--- src/rtl/distance_filter.sv ---
// Smoothed, rate-controlled distance reading: samples distance_in every SAMPLE_DIV clocks and publishes a 2**LOG2_WIN moving average.
// Optional hysteresis proximity alarm on the average is compiled in with `define DISTANCE_FILTER_ALARM_EN.
//
// state      | meaning
// -----------+------------------------------------------------------------
// ST_WAIT    | idle until the tick counter wraps, then latch distance_in
// ST_ACCUM   | fold latched sample into running sum / circular buffer
// ST_PUBLISH | register new average, pulse avg_valid, update primed/near
module distance_filter #(
    parameter int          LOG2_WIN   = 2,
    parameter int          SAMPLE_DIV = 100,
    parameter logic [7:0]  NEAR_ON    = 8'd20,
    parameter logic [7:0]  NEAR_OFF   = 8'd30
) (
    input  logic       clk,
    input  logic       reset,
    input  logic [7:0] distance_in,
    output logic [7:0] distance_avg,
    output logic       avg_valid,
    output logic       primed,
    output logic       near
);

    localparam int W      = 1 << LOG2_WIN;
    localparam int SUM_W  = 8 + LOG2_WIN;
    localparam int PTR_W  = (LOG2_WIN > 0) ? LOG2_WIN : 1;
    localparam int FILL_W = LOG2_WIN + 1;
    localparam int CNT_W  = $clog2(SAMPLE_DIV);

    if (SAMPLE_DIV < 4) begin : g_bad_div
        $error("distance_filter: SAMPLE_DIV must be >= 4");
    end
    if (NEAR_ON >= NEAR_OFF) begin : g_bad_near
        $error("distance_filter: NEAR_ON must be below NEAR_OFF");
    end

    typedef enum logic [1:0] {ST_WAIT, ST_ACCUM, ST_PUBLISH} state_t;

    state_t              state, state_nxt;
    logic [CNT_W-1:0]    cnt;
    logic                tick_end;
    logic [7:0]          sample;
    logic [7:0]          buf_mem [W];
    logic [SUM_W-1:0]    sum;
    logic [PTR_W-1:0]    wptr;
    logic [FILL_W-1:0]   fill;
    logic                fill_full;
    logic [7:0]          avg_next;

    assign tick_end  = (cnt == CNT_W'(SAMPLE_DIV - 1));
    assign fill_full = (fill == FILL_W'(W));
    assign avg_next  = 8'(sum >> LOG2_WIN);

    // Free-running sample timer, independent of FSM state.
    always_ff @(posedge clk or negedge reset) begin
        if (!reset)
            cnt <= '0;
        else if (tick_end)
            cnt <= '0;
        else
            cnt <= cnt + 1'b1;
    end

    always_ff @(posedge clk or negedge reset) begin
        if (!reset)
            state <= ST_WAIT;
        else
            state <= state_nxt;
    end

    always_comb begin
        state_nxt = state;
        case (state)
            ST_WAIT:    if (tick_end) state_nxt = ST_ACCUM;
            ST_ACCUM:   state_nxt = ST_PUBLISH;
            ST_PUBLISH: state_nxt = ST_WAIT;
            default:    state_nxt = ST_WAIT;
        endcase
    end

    always_ff @(posedge clk or negedge reset) begin
        if (!reset) begin
            sample       <= '0;
            sum          <= '0;
            wptr         <= '0;
            fill         <= '0;
            distance_avg <= '0;
            avg_valid    <= 1'b0;
            primed       <= 1'b0;
            for (int i = 0; i < W; i++)
                buf_mem[i] <= '0;
        end else begin
            avg_valid <= 1'b0;
            case (state)
                ST_WAIT: begin
                    if (tick_end)
                        sample <= distance_in;
                end
                ST_ACCUM: begin
                    // Sum never exceeds 255*W, so no overflow guard is needed.
                    sum           <= sum + SUM_W'(sample) - SUM_W'(buf_mem[wptr]);
                    buf_mem[wptr] <= sample;
                    wptr          <= (wptr == PTR_W'(W - 1)) ? '0 : wptr + 1'b1;
                    if (!fill_full)
                        fill <= fill + 1'b1;
                end
                ST_PUBLISH: begin
                    distance_avg <= avg_next;
                    avg_valid    <= 1'b1;
                    primed       <= fill_full;
                end
                default: ;
            endcase
        end
    end

`ifdef DISTANCE_FILTER_ALARM_EN
    always_ff @(posedge clk or negedge reset) begin
        if (!reset)
            near <= 1'b0;
        else if (state == ST_PUBLISH) begin
            if (!fill_full)
                near <= 1'b0;
            else if (avg_next <= NEAR_ON)
                near <= 1'b1;
            else if (avg_next >= NEAR_OFF)
                near <= 1'b0;
        end
    end
`else
    assign near = 1'b0;
`endif

endmodule

--- config.mk ---
export PLATFORM = sky130hd
export DESIGN_NAME = distance_filter
export DESIGN_NICKNAME = d
export VERILOG_FILES = /design/src/rtl/distance_filter.sv
export SDC_FILE = /design/constraint.sdc
export NUM_CORES = 1
export LEC_CHECK = 0
export ABC_AREA = 1
export BUFFER_PORTS_ARGS = -buffer_cell sky130_fd_sc_hd__clkbuf_2
export CORE_UTILIZATION = 50
export CTS_BUF_LIST = sky130_fd_sc_hd__clkbuf_2
export DETAILED_ROUTE_END_ITERATION = 16
export PLACE_DENSITY = 0.7
export SLEW_MARGIN = 20
export SYNTH_ARGS = -nofsm -noshare
export SYNTH_HDL_FRONTEND = slang
export SYNTH_SLANG_ARGS = --single-unit
export TNS_END_PERCENT = 50
--- constraint.sdc ---
create_clock -name clk -period 2.9 [get_ports clk]
set_input_delay 0.29 -clock clk [delete_from_list [all_inputs] [get_ports clk]]
set_output_delay 0.29 -clock clk [all_outputs]
set_load 0.05 [all_outputs]
; ---- After elaboration in Yosys (flattened, before gate mapping)
; Index checks and enable logic that the tools add are counted.
[op_classes]
addsub = 5
order_cmp = 2
eq_ne = 6
n_mux = 11
n_bitwise = 2
n_reduce_logical = 4
[ops]
columns = cell, n
row1 = 32-bit bitwise mux, 1
row2 = 8-bit two-way mux, 3
row3 = 8-bit binary-select mux with 2-bit select, 1
row4 = 8-bit demux with 2-bit select, 1
row5 = 10-bit by 8-bit adder with 10-bit output, 1
row6 = 10-bit by 8-bit subtractor with 10-bit output, 1
row7 = "7-bit by 1-bit adder with 7-bit output, second input constant", 1
row8 = "7-bit equality test, second input constant", 1
row9 = 7-bit two-way mux, 1
row10 = "2-bit equality test, second input constant", 2
row11 = 2-bit two-way mux, 2
row12 = 2-bit one-hot mux with 2 select lines, 1
row13 = 2-bit AND reduction, 2
row14 = "3-bit by 1-bit adder with 3-bit output, second input constant", 1
row15 = "3-bit equality test, second input constant", 1
row16 = "3-bit >= comparator, second input constant", 1
row17 = "3-bit by 1-bit < comparator with 1-bit output, second input constant", 1
row18 = 2-bit NOT with 3-bit output, 1
row19 = "2-bit by 1-bit adder with 2-bit output, second input constant", 1
row20 = "2-bit by 1-bit equality test with 1-bit output, second input constant", 1
row21 = 2-bit logical NOT, 1
row22 = "2-bit != test, second input constant", 1
row23 = 1-bit logical AND, 1
row24 = 1-bit two-way mux, 1
row25 = 1-bit NOT, 1
[totals]
ff_bits = 74
inputBits = 10
output_inout_bits = 11
word_cells = 43

; ---- Logic depth before layout (Yosys ltp)
; Gate-level depths: netlist of the first run.
[logic_depth]
depth_word = 6
mapped_depth = 17
mapped_depth_nobuf = 15

; ---- Worst setup path before layout of the first run
; Ideal clock, no wire load.
[synth_path]
kind = register to register
start = register wptr[0]
end = register sum[8]
setup_ps = 117
arrival_ps = 2465
t_required_ps = 2783
slack_ps = 318
stages_incl_launch_ff = 14
path_buffers = 2
synth_period_minus_slack_ps = 2582
cell_sequence = dfrtp_1 -> buf_2 -> inv_1 -> buf_4 -> nor2_1 -> o22ai_1 -> fa_1 -> fa_1 -> o21ai_2 -> nand2_1 -> nand2_1 -> nand2_1 -> nand3_1 -> nand2_1
[synth_via]
elab_chain_cells = 5
[synth_lines]
columns = element, line_no
row1 = start: declaration, 45  ; logic [PTR_W-1:0] wptr;
row2 = start signal: assignment, 103  ; wptr <= (wptr == PTR_W'(W - 1)) ? '0 : wptr + 1'b1;
row3 = 2-bit NOT with 3-bit output (not written as such), 101  ; sum <= sum + SUM_W'(sample) - SUM_W'(buf_mem[wptr]);
row4 = 8-bit binary-select mux with 2-bit select, 101
row5 = 8-bit two-way mux (not written as such) (2 in series), 101
row6 = 10-bit by 8-bit subtractor with 10-bit output, 101
row7 = end signal: assignment, 101
row8 = end: declaration, 44  ; logic [SUM_W-1:0] sum;
; Every way passes these cells. The select of a mux whose other input is x is not followed.
; A chain may end at the register's enable or synchronous reset.

; ---- Worst setup path in the final report of the first run
[layout_path]
start = register wptr[0]
end = register sum[7]
; Same word-level chain as after synthesis.

==> results of run 1 <==
[routing by layer]
metal | vias to the layer above | wire length (µm) | part of all wire [%]
li1 | 1417 | - | -
met1 | 1308 | 3532 | 49
met2 | 59 | 3242 | 45
met3 | 11 | 267 | 3.7
met4 | 0 | 121 | 1.7
met5 | - | 0 | 0
[cells in the final DEF, fill, tap and decap left out, types with 2 or more instances in the layout]
master	instances
ha_1	17
inv_2	2
a21oi_1	9
nand3_1	13
buf_4	6
nand2_2	2
xor2_1	4
clkbuf_2	27
o22ai_1	8
o21ai_1	14
dlygate4sd3_1	9
inv_1	52
nand2_1	101
or2_2	2
fa_1	8
nor2_1	30
dfrtp_1	74
clkinv_4	2
clkinv_1	3
nor3_1	2
o21ai_2	2
xnor2_1	3
o21ai_0	55
nand2_4	3
[path summary, 6_finish.rpt]
path / startpoint / to / slack [ns] / depth (start not counted)
worst max-delay path: wptr[0]$_DFFE_PN0P_ / sum[7]$_DFFE_PN0P_ / 0.34 / 13
min in group clk: distance_in[6] / sample[6]$_DFFE_PN0P_ / 0.48 / 4
worst min-delay path: reset / sum[1]$_DFFE_PN0P_ / 0.39 / 2
max in group asynchronous: reset / sample[3]$_DFFE_PN0P_ / 1.88 / 2
worst max register to register: wptr[0]$_DFFE_PN0P_ / sum[7]$_DFFE_PN0P_ / 0.34 / 13
worst min register to register: cnt[0]$_DFF_PN0_ / cnt[0]$_DFF_PN0_ / 0.49 / 1
[through the flow]
stage	total power, mW	hold slack (ns)	utilization, %	cell area [µm²]
floorplan	1.056	-0.005591	-	3774
global placement	1.081	0.4450	53.79	3923
detailed placement	1.081	0.4608	53.79	3923
CTS	1.640	0.4287	56.45	4116
global route	1.696	0.4441	56.45	4116
finish	1.625	0.3894	56.45	4116
[critical path, cell delays in order (launching register included)]
cell and delay, ns:
dfrtp_1 0.41, buf_4 0.19, o21ai_0 0.20, o22ai_1 0.12
fa_1 0.49, inv_1 0.04, ha_1 0.34, a21oi_1 0.29
nor2_1 0.07, nor2_1 0.13, nand2_1 0.07, nand2_1 0.05
nand3_1 0.06, nand2_1 0.06
[kinds of logic (layout without fill, tap and decap cells)]
logic type,after synthesis,count (layout),synth area share (%)
AND/OR/NAND/NOR,159,159,17.90
AO/OA/AOI/OAI,91,91,12.80
flip-flops,74,74,49.07
buffers and inverters,69,104,8.620
adder cells (fa/ha/maj),25,25,9.880
XOR/XNOR,7,7,1.625
other,1,1,0.09937
[flip-flops by register name (all words and copies together) (netlist names)]
register	count
distance_avg	8
buf_mem	32
fill	3
primed	1
cnt	7
state	2
sample	8
sum	10
wptr	2
avg_valid	1
[final cells by class]
class                      count  area, µm²  area share [%]
sequential                    74       1852           44.98
timing repair buffer          33      225.2           5.471
tap                           99      123.9           3.009
clock inverter                 6      58.81           1.429
clock buffer                   9      45.04           1.094
inverter                      56      215.2           5.228
multi-input combinational    283       1597           38.78
[timing repair]
item	4_1_cts	5_1_grt
endpoints found under the setup margin	0	0
hold buffers	9	0
endpoints found under the hold margin	82	0
[report_power, final]
part           internal, mW  switching [mW]  total (mW)
clock network         0.189           0.367       0.555
registers              1.03               0        1.03
logic                0.0124          0.0245      0.0369
total                  1.23           0.391        1.63
==> metrics.yaml, run 1 <==
floorplan:
  rows: 31
  fp.dieH_um: 88.88
  dieArea_mm2: 0.007899
  die_w_um: 88.88
  start_util_pct: 51.75
  ios: 21
  core_mm2: 0.007292
route:
  final_antenna_net_count: 0
  drc: 0
  drt-pass1-iter-count: 4
  drt_iter0_drc: 87
  via_per_inst: 4.991
  routedWlPerCell_um: 12.79
  wl_mm: 7.163
  via_count: 2795
worst_setup_path:
  path_max_fanout: 19
  cp.required_ns: 3.38
  cp-end-kind: "register"
  worstSetupPathType: "reg2reg"
  worst_ep_arrival_time_ns: 3.03
  critPathLaunchType: "register"
sta:
  setup-violations-final: 0
  layout_setup_ws_ns: 0.3443
  worst_pin_slew_ns: 0.9046
  relSlewSlack_pct: 39.70
  finalSetupTns_ns: 0
  finClkSkew_ns: 0.03388
  period_share_pct: 88.13
  max_freq_mhz: 391.3
  rsz0062_at_grt: "false"
  min_period_ns: 2.556
  drv_slew: 0
  finalHoldViolCount: 0
outcome:
  status: "completed"
logic_synthesis:
  synth_seq_cells: 74
  syn-instance-count: 426
  synthMostInstantiatedCell: "nand2_1"
  netlist_top_cells_count: "nand2_1 (101), dfrtp_1 (74), o21ai_0 (55), inv_1 (52), nor2_1 (30)"
  synth_area_per_cell_um2: 8.858
  synthFlopType: "dfrtp_1"
  synth_area_leaders: "dfrtp_1 (49%), nand2_1 (10%), o21ai_0 (7.3%), ha_1 (5.6%), inv_1 (5.2%)"
  syn_nets: 461
  synthArstFlopShare_pct: 100.0
  yosys_warnings: 0
  syn_area_mm2: 0.003774
  ys_types: 36
  synth_top_cell_area_share_pct: 49.07
  synth_edf_count: 0
  ys_seq_area_share_pct: 49.07
  synth_area_leader_cell: "dfrtp_1"
cells_and_area:
  final_nets: 492
  fillers: 694
  diodes: 0
  syn2layout_area_growth_pct: 9.085
  drive_above_1_share_pct: 11.28
  finalNonFillerCells: 560
placed_design:
  place.gp.congestion: 0.8076
  dp_cells: 536
  dp_hpwl_mm: 4.951
  post-place-ws_ns: 0.3736
  io_buffers: 19
clock_tree:
  cts_sinks: 74
  cts_buffer_depth: 2
  cts_tree: "done"
  insertion_delay_ns: 0.53
  cts_setup_buffers: 0
  h-tree-depth: 3
  numCtsBuffers: 9
  clkTransAtPathRegs_ns: 0.22
  clockRootBuffer: "clkbuf_2"
  cts.repair.resized: 0
min_path:
  hp-class: "in2async"
grt:
  grt_use_met2_pct: 34.27
  grt.met3_usage_pct: 4.291
  overflow: 0
  top_usage_layer: "met2"
  grt_pass1_vias: 2729
  grt_pass1_wl_mm: 12.54
  grt_use_met1_pct: 28.39
  grtUsageTotal_pct: 21.33
  antenna_found_initial: 0
  grt_max_degree: 75
power:
  leakage_nw: 2.139
  ir_drop_mv: 0.2729
  p_per_area_mw_per_mm2: 394.9
flow_run:
  drv_cap: 0
Note: power is estimated with default switching activity, not from simulation.
==> run 2, diff against run 1 <==
--- a/config.mk
+++ b/config.mk
@@ -7,10 +7,10 @@
 export LEC_CHECK = 0
 export ABC_AREA = 1
 export BUFFER_PORTS_ARGS = -buffer_cell sky130_fd_sc_hd__clkbuf_2
-export CORE_UTILIZATION = 50
+export CORE_UTILIZATION = 55
 export CTS_BUF_LIST = sky130_fd_sc_hd__clkbuf_2
 export DETAILED_ROUTE_END_ITERATION = 16
-export PLACE_DENSITY = 0.7
+export PLACE_DENSITY = 0.76
 export SLEW_MARGIN = 20
 export SYNTH_ARGS = -nofsm -noshare
 export SYNTH_HDL_FRONTEND = slang
==> metrics.yaml, run 2 (synthesized netlist as in run 1, its figures left out) <==
outcome:
  violations: "DRC"
  status: "complete, but fails checks"
cells_and_area:
  reg_top3: "buf_mem (32), sum (10)"
  finalNonFillerCells: 543  # -3.0%
  diodes: 0  # unchanged
  final_nets: 496  # +0.81%
  drive_above_1_share_pct: 13.09  # +1.8 points
  fillers: 562  # -19%
  syn2layout_area_growth_pct: 12.14
  largest_register_ffs: 32  # unchanged
  layout_commonest_cell: "nand2_1"
  top_register: "buf_mem"
  final_cell_mix: "nand2_1 (101), dfrtp_1 (73), o21ai_0 (54)"
min_path:
  hp-class: "in2async"
sta:
  max_freq_mhz: 372.5  # -4.8%
  period_share_pct: 92.56  # +4.4 points
  drv_slew: 0  # unchanged
  hold_slack_ns: 0.2871  # -0.1022 ns
  finalHoldViolCount: 0  # unchanged
  finClkSkew_ns: 0.01529  # -0.01859 ns
  setup-violations-final: 0  # unchanged
  min_period_ns: 2.684  # +0.1286 ns
power:
  leakage_nw: 2.197  # +2.7%
  ir_drop_mv: 0.3695  # +35%
  p_per_area_mw_per_mm2: 451.1  # +14%
worst_setup_path:
  crit_family: "adder cells"
  worst_ep_arrival_time_ns: 3.12  # +0.09 ns
  path_cells: "clkinvlp_4 -> buf_4 -> nor2_1 -> o22ai_1 -> fa_1 -> inv_1 -> ha_1 -> nand2_1 -> nor2_1 -> nand3_1 -> nand3_1 -> nand2_1 -> nand3_1 -> nand2_1"
  cpPeakStageDelay_ns: 0.50  # about the same
  worst-r2r-setup-slack_ns: 0.22  # -0.13 ns
  path_buf_inv: 3  # +1
  path_max_fanout: 9  # -10
  cp-end-kind: "register"
  worstSetupPathType: "reg2reg"
  slowest_stage: "fa_1"
  critPathLaunchType: "register"
  cp.required_ns: 3.33  # -0.05 ns
clock_tree:
  clockRootBuffer: "clkbuf_2"
  h-tree-depth: 3  # unchanged
  cts_tree: "done"
  numCtsBuffers: 9  # unchanged
  clkTransAtPathRegs_ns: 0.21  # about the same
  cts_sinks: 74  # unchanged
  cts_buffer_depth: 2  # unchanged
  insertion_delay_ns: 0.52  # about the same
grt:
  grt_max_degree: 75  # unchanged
  grt_use_met1_pct: 30.37  # +2.0 points
  top_usage_layer: "met2"
  antenna_found_initial: 0  # unchanged
  grt_use_met2_pct: 37.84  # +3.6 points
  grtUsageTotal_pct: 23.27  # +1.9 points
  grt.met3_usage_pct: 6.031  # +1.7 points
  grt_pass1_wl_mm: 13.01  # +3.7%
  grt_pass1_vias: 2824  # +3.5%
  overflow: 0  # unchanged
floorplan:
  rows: 29  # -6.5%
  dieArea_mm2: 0.007196  # -8.9%
  die_w_um: 84.83  # -4.6%
  fp.dieH_um: 84.83  # -4.6%
  core_mm2: 0.006495  # -11%
  start_util_pct: 58.10  # +6.4 points
  ios: 21  # unchanged
route:
  drc: 2  # +2
  wl_mm: 7.379  # +3.0%
  via_per_inst: 5.365  # +7.5%
  final_antenna_net_count: 0  # unchanged
  via_count: 2913  # +4.2%
  routedWlPerCell_um: 13.59  # +6.2%
  drt_iter0_drc: 145  # +67%
  drt-pass1-iter-count: 11  # +7
flow_run:
  drv_cap: 0  # unchanged
placed_design:
  dp_cells: 513  # -4.3%
  dp_hpwl_mm: 4.969  # +0.36%
  io_buffers: 19  # unchanged
  place.gp.congestion: 0.8364  # +3.6%
-- run 2: power by group --
| part | internal [mW] | total (mW) | switching [mW] | leakage (nW) |
|---|---|---|---|---|
| combinational | 0.0149 | 0.0404 | 0.0255 | 1.12 |
| clock | 0.458 | 0.835 | 0.378 | 0.100 |
| sequential | 1.03 | 1.03 | 0 | 0.976 |
| total | 1.51 | 1.91 | 0.403 | 2.20 |
-- run 2: stage by stage --
stage               total power, mW   TNS, ns  cell area, µm²  util [%]  setup slack, ns
finish                        1.909         0            4232     65.15           0.2157
global route                  1.963  -0.02722            4232     65.15         -0.01065
detailed placement            1.084         0            3897     60.01           0.1844
CTS                           1.919         0            4173     64.25           0.1158
floorplan                     1.056         0            3774         -           0.3177
global placement              1.083         0            3897     60.01           0.2769
-- run 2: worst min-delay path: stages --
cell and delay (ns):
dlygate4sd3_1 0.52, buf_2 0.12, buf_12 0.33
-- run 2: worst paths after layout --
check | end | cells past startpoint | start
worst max-delay path | sum[9]$_DFFE_PN0P_ | 14 | wptr[0]$_DFFE_PN0P_
worst min-delay path | cnt[3]$_DFF_PN0_ | 3 | reset
worst max register to register | sum[9]$_DFFE_PN0P_ | 14 | wptr[0]$_DFFE_PN0P_
worst min register to register | cnt[0]$_DFF_PN0_ | 1 | cnt[0]$_DFF_PN0_
max in group asynchronous | wptr[0]$_DFFE_PN0P_ | 3 | reset
min in group clk | cnt[0]$_DFF_PN0_ | 1 | cnt[0]$_DFF_PN0_
-- run 2: what timing repair did --
action	4_1_cts	5_1_grt
gates resized for setup	0	5
endpoints found under the setup margin	0	6
hold endpoints to repair	82	0
hold buffers	9	0
buffers inserted	0	4
-- run 2: final cells by class --
| type | count | area [µm²] | area share (%) |
|---|---|---|---|
| clock buffers | 9 | 45.04 | 1.064 |
| clock inverters | 7 | 140.1 | 3.312 |
| inverters | 56 | 219.0 | 5.174 |
| multi-input cells | 283 | 1600 | 37.82 |
| flip-flops and latches | 74 | 1853 | 43.79 |
| well taps | 77 | 96.34 | 2.277 |
| repair buffers | 36 | 270.3 | 6.387 |
| repair inverters | 1 | 7.507 | 0.1774 |
-- run 2: per-layer routing --
layer | wire length (µm) | part of all wire, % | vias to the layer above
met3 | 351 | 4.8 | 12
met4 | 153 | 2.1 | 0
li1 | - | - | 1426
met2 | 3464 | 47 | 76
met1 | 3409 | 46 | 1399
met5 | 0 | 0 | -
